===== config.mk =====
export PLATFORM = sky130hd
export DESIGN_NAME = if_stage
export DESIGN_NICKNAME = d
export VERILOG_FILES = /design/src/rtl/if_stage_pkg.sv /design/src/rtl/if_pc_reg.sv /design/src/rtl/if_stage.sv
export SDC_FILE = /design/constraint.sdc
export NUM_CORES = 1
export LEC_CHECK = 0
export CAP_MARGIN = 10
export CORE_UTILIZATION = 38
export CTS_BUF_LIST = sky130_fd_sc_hd__clkbuf_4 sky130_fd_sc_hd__clkbuf_8
export DETAILED_ROUTE_END_ITERATION = 10
export PLACE_DENSITY = 0.7
export SYNTH_ARGS = -nofsm -noshare
export SYNTH_HDL_FRONTEND = slang
export SYNTH_SLANG_ARGS = --single-unit

===== constraint.sdc =====
create_clock -name clk -period 2.5 [get_ports clk]
set_input_delay 0.75 -clock clk [delete_from_list [all_inputs] [get_ports clk]]
set_output_delay 0.75 -clock clk [all_outputs]
set_load 0.01 [all_outputs]

===== src/rtl/if_stage_pkg.sv =====
// Shared definitions for the instruction fetch stage: FSM encoding and
// the default reset PC, bubble word and PC step.
package if_stage_pkg;

  typedef enum logic [1:0] {
    FETCH   = 2'd0,
    DELIVER = 2'd1,
    DRAIN   = 2'd2
  } if_state_t;

  localparam logic [31:0] RESET_PC_DEFAULT = 32'h0000_0000;
  localparam logic [31:0] NOP_WORD_DEFAULT = 32'h0000_0000;
  localparam logic [31:0] PC_INC           = 32'd4;

endpackage


===== src/rtl/if_pc_reg.sv =====
// Program counter register with redirect load, +4 increment and synchronous
// active-low reset; load takes priority over increment.
module if_pc_reg
  import if_stage_pkg::*;
#(
  parameter logic [31:0] RESET_PC = RESET_PC_DEFAULT
) (
  input  logic        clk,
  input  logic        rst,
  input  logic        load,
  input  logic [31:0] load_addr,
  input  logic        inc,
  output logic [31:0] pc,
  output logic [31:0] pc_next_seq
);

  // Wrap from 32'hFFFF_FFFC to 0 falls out of the 32-bit add.
  assign pc_next_seq = pc + PC_INC;

  always_ff @(posedge clk) begin
    if (!rst) begin
      pc <= RESET_PC;
    end else if (load) begin
      pc <= load_addr;
    end else if (inc) begin
      pc <= pc_next_seq;
    end
  end

endmodule


===== src/rtl/if_stage.sv =====
// Instruction fetch stage: one outstanding request to instruction memory,
// presents one word at a time to IF/ID, with branch flush and drain.
module if_stage
  import if_stage_pkg::*;
#(
  parameter logic [31:0] RESET_PC = RESET_PC_DEFAULT,
  parameter logic [31:0] NOP_WORD = NOP_WORD_DEFAULT
) (
  input  logic        clk,
  input  logic        rst,
  input  logic        freeze,
  input  logic        br_taken,
  input  logic [31:0] br_addr,
  output logic        imem_req,
  output logic [31:0] imem_addr,
  input  logic        imem_ack,
  input  logic [31:0] imem_rdata,
  output logic [31:0] pc_out,
  output logic [31:0] instruction,
  output logic        valid
);

  if_state_t   state;
  logic [31:0] pc;
  logic [31:0] pc_plus4;
  logic [31:0] br_target;
  logic        kill;
  logic        pc_load;
  logic [31:0] pc_load_addr;
  logic        pc_inc;

  // PC stays on the old request address during DRAIN so imem_addr is stable
  // until the ack; the redirect target waits in br_target.
  always_comb begin
    pc_load      = 1'b0;
    pc_load_addr = br_addr;
    pc_inc       = 1'b0;
    case (state)
      FETCH: begin
        if (imem_ack && br_taken) pc_load = 1'b1;
        else if (imem_ack)        pc_inc  = 1'b1;
      end
      DELIVER: begin
        if (br_taken) pc_load = 1'b1;
      end
      DRAIN: begin
        if (imem_ack) begin
          pc_load      = 1'b1;
          pc_load_addr = br_taken ? br_addr : br_target;
        end
      end
      default: ;
    endcase
  end

  if_pc_reg #(.RESET_PC(RESET_PC)) u_pc_reg (
    .clk         (clk),
    .rst         (rst),
    .load        (pc_load),
    .load_addr   (pc_load_addr),
    .inc         (pc_inc),
    .pc          (pc),
    .pc_next_seq (pc_plus4)
  );

  // Request is gated by rst so nothing is issued while reset is held.
  assign imem_req  = rst && (state != DELIVER);
  assign imem_addr = pc;

  always_ff @(posedge clk) begin
    if (!rst) begin
      state       <= FETCH;
      valid       <= 1'b0;
      instruction <= NOP_WORD;
      pc_out      <= '0;
      kill        <= 1'b0;
      br_target   <= '0;
    end else begin
      case (state)
        FETCH: begin
          if (imem_ack && !br_taken) begin
            instruction <= imem_rdata;
            pc_out      <= pc_plus4;
            valid       <= 1'b1;
            state       <= DELIVER;
          end else if (!imem_ack && br_taken) begin
            br_target <= br_addr;
            kill      <= 1'b1;
            state     <= DRAIN;
          end
        end
        DELIVER: begin
          if (br_taken || !freeze) begin
            valid       <= 1'b0;
            instruction <= NOP_WORD;
            state       <= FETCH;
          end
        end
        DRAIN: begin
          if (imem_ack && kill) begin
            kill  <= 1'b0;
            state <= FETCH;
          end else if (br_taken) begin
            br_target <= br_addr;
          end
        end
        default: state <= FETCH;
      endcase
    end
  end

endmodule


==> flow_summary.toml, run 1 <==
[yosys]
largest_family_of_logic_cells_by_synthesized_area = "compound AO/OA/AOI/OAI gates"
synth-async-reset-ratio = 0
synth.mux.area_fraction = 0.0627
netlist_instances = 703
syn-cell-area_mm2 = 0.00617
synth_xor_xnor_area_share = 0.0397
number_of_different_library_cells_in_the_post_synthesis_netlist = 64
post_synth_edffs = 0
synthesis.area_per_instance_um2 = 8.78
post_synth_and_or_nand_nor_area_fraction = 0.166
post_synthesis_share_of_cell_area_spent_on_full_adders_half_adders_and_majority_gates = 0.0101
yosysSeqAreaShare = 0.428
synthesis.nets = 777
synth_warnings = 0
ys_ff_latch = 132
synth-main-ff-cell = "dfxtp_1"
synth_compound_gate_area_share = 0.229

[pwr]
total_power_mw = 5.79
maximum_vdd_ir_drop_v = 0.000369
logic_pwr_share = 0.232
leakage_nw = 3.28
p_int_mw = 4.11
powerDensity_mw_per_mm2 = 643
power_switching_mw = 1.68
switching_share = 0.290
clockPowerShare = 0.344
seq_power_share = 0.424

[worst_setup_path]
worst-endpoint-arrival_ns = 1.70
crit-reg2reg-capture = "u_pc_reg.pc[22]"
worstSetupStartpointType = "primary input"
worstPathMaxFanout = 2
setup.worst_path.end_class = "primary output"
worstSetupPathType = "primary input to primary output"
reg2reg_from = "u_pc_reg.pc[3]"
reg2regPathDepth = 7
r2r_slack_ns = 0.32
data_required_time_of_the_worst_path_ns = 1.75

[sta]
part_of_the_cycle_the_worst_path_needs = 0.978
timing_worst_slew_pin_value_ns = 0.671
maxClockFrequency_ghz = 0.409
slew_headroom = 0.549
grt_setup_unrepaired = "true"
hold_viol = 0
slew_violations = 0
setup_violations_final = 0
timing.setup.tns_ns = 0
fin_worst_hold_slack_ns = 0.461
fin_worst_skew_ns = 0.0111
fin_crit_ns = 2.45

[final_layout]
final_cell_mix = "clkdlybuf4s50_1, dfxtp_1, a21oi_1, buf_4, o21ai_0"
layout_commonest_cell = "clkdlybuf4s50_1"
drive_above_1_share = 0.168
instances_no_fill = 1138
n_antenna_cell = 0
syn_to_final_growth_pct = 45.9
nets = 983

[worst_hold_path]
timing.hold.worst.class = "flip-flop to flip-flop"
min_from = "instruction[0]"
whs_endpoint = "instruction[0]"
hold-path-cell-count = 2

[placed_design]
portBuffers = 166
place.detailed.hpwl_mm = 12.6
total_placed_cells_including_tap_cells = 1097
gp_congestion = 0.826

[global_routing]
grt.overflow.total = 0
grt_util_all_layers = 0.214
grt_start_max_net_pins = 59
via_count_of_the_first_global_routing_pass = 5504
grt_pass1_wl_mm = 28.0
antenna_violations_before_repair = 0

[clock_tree]
cts_tree = "built"
clk_root_buffer_cell = "clkbuf_8"
numCtsBuffers = 17
cts_max_path_buffers = 2
postCtsHoldBufs = 0
cts-htree-levels = 4
clk_pin_slew_ns = 0.08
clk-insertion-delay-late_ns = 0.45
cts_sinks = 132

[floorplanning]
floorplan.initialDensity = 0.388
floorplan.die.width_um = 129
design.die.area_mm2 = 0.0167
ios = 167
fp.coreArea_mm2 = 0.0159
floorplan.die.height_um = 129
std_cell_rows = 46

[routing]
wire_per_inst_um = 15.5
drt_first_iter_violations = 402
drtAntennaViolNets = 0
num_vias = 5981
postRouteWirelength_mm = 17.7
remaining_drc_errors = 0
mean_number_of_vias_per_cell = 5.26
drtPass1Iterations = 5

[run_status]
status = "finished clean"

[run]
maxCapViolations = 0
registers in the layout, indices dropped and copies added, names as in the netlist:
register     cells
pc_out          32
br_target       32
instruction     32
kill             1
u_pc_reg.pc     32
state            2
valid            1
power by group through the flow:
stage | registers [mW] | logic (mW) | clock network (mW)
finish | 2.45 | 1.34 | 1.99
global route | 2.48 | 1.46 | 2.12
CTS | 2.45 | 1.33 | 2.03
detailed placement | 2.50 | 1.33 | 0
global placement | 2.50 | 1.31 | 0
floorplan | 2.51 | 0.611 | 0
synthesized netlist by cell type (3+ instances only):
cell type | instances | area (um2)
dfxtp_1 | 132 | 2640
a21oi_1 | 76 | 380
o21ai_0 | 72 | 360
nand2_1 | 67 | 251
nor2_1 | 47 | 176
clkbuf_1 | 33 | 124
a22o_1 | 26 | 228
mux2i_1 | 24 | 240
a211oi_1 | 21 | 158
nand3_1 | 18 | 90.1
buf_2 | 15 | 75.1
nor3_1 | 15 | 75.1
xnor2_1 | 14 | 123
xor2_1 | 14 | 123
mux2_2 | 13 | 146
nand4_1 | 11 | 68.8
inv_1 | 7 | 26.3
nor4_1 | 7 | 43.8
buf_4 | 5 | 37.5
ha_1 | 5 | 62.6
a221oi_1 | 4 | 35.0
a31oi_1 | 4 | 25.0
or3_1 | 4 | 25.0
and2_1 | 3 | 18.8
and3_1 | 3 | 18.8
and4_1 | 3 | 26.3
clkbuf_8 | 3 | 41.3
nor2b_1 | 3 | 18.8
o221ai_1 | 3 | 26.3
o22ai_1 | 3 | 18.8
kinds of logic after synthesis:
family / count (synthesis)
AO/OA/AOI/OAI: 229
AND/OR/NAND/NOR: 200
flip-flops: 132
buffers and inverters: 72
multiplexers: 37
XOR/XNOR: 28
adder cells (fa/ha/maj): 5
per-stage QoR:
step	setup slack [ns]	area (um2)	utilization
4_1_cts	0.00950	8920	0.561
3_5_place_dp	-0.466	8480	0.534
2_1_floorplan	0.115	6170	-
5_1_grt	-0.0253	9000	0.567
3_3_place_gp	-0.405	8480	0.534
6_report	0.0541	9000	0.567
cell type report:
class | count | area (um2)
Fill cell | 1481 | 6880
Multi-Input combinational cell | 499 | 3190
Sequential cell | 132 | 2640
Timing Repair Buffer | 252 | 2430
Tap cell | 216 | 270
Clock buffer | 17 | 234
Clock inverter | 15 | 203
Inverter | 7 | 26.3
how the worst max path moves through the flow:
stage               cells past startpoint               to     start  slack [ns]
floorplan                               9  u_pc_reg.pc[21]  br_taken        0.12
finish                                  4         imem_req       rst        0.05
global placement                        8   u_pc_reg.pc[0]  imem_ack       -0.40
global route                            9   u_pc_reg.pc[0]  br_taken       -0.03
detailed placement                      8   u_pc_reg.pc[1]  imem_ack       -0.47
CTS                                     8   u_pc_reg.pc[1]  imem_ack        0.01
critical path, cell delays in order:
cell and delay [ns]:
clkdlybuf4s50_1 0.49, inv_2 0.05, a21oi_1 0.12, dlygate4sd2_1 0.28
repair_timing:
| item | in CTS | in global routing |
|---|---|---|
| endpoints found under the setup margin | 1 | 40 |
| pin swaps | 0 | 0 |
| setup buffers | 0 | 9 |
| cloned | 0 | 0 |
| gates resized for setup | 1 | 6 |
per-layer routing:
layer  wire, um  global-route usage  vias up
li1           -                   -     2964
met1       8330               0.293     2785
met2       7870               0.324      212
met3       1280              0.0603       20
met4        216              0.0705        0
met5          0                   0        -
Note: power is estimated with default switching activity, not from simulation.
==> run 2: changes to the inputs <==
--- a/config.mk
+++ b/config.mk
@@ -9,6 +9,7 @@
 export CORE_UTILIZATION = 38
 export CTS_BUF_LIST = sky130_fd_sc_hd__clkbuf_4 sky130_fd_sc_hd__clkbuf_8
 export DETAILED_ROUTE_END_ITERATION = 10
+export GPL_ROUTABILITY_DRIVEN = 0
 export PLACE_DENSITY = 0.7
 export SYNTH_ARGS = -nofsm -noshare
 export SYNTH_HDL_FRONTEND = slang
==> results of run 2 <==
Same layout as run 1: the final DEF is identical, and so are final timing and power.
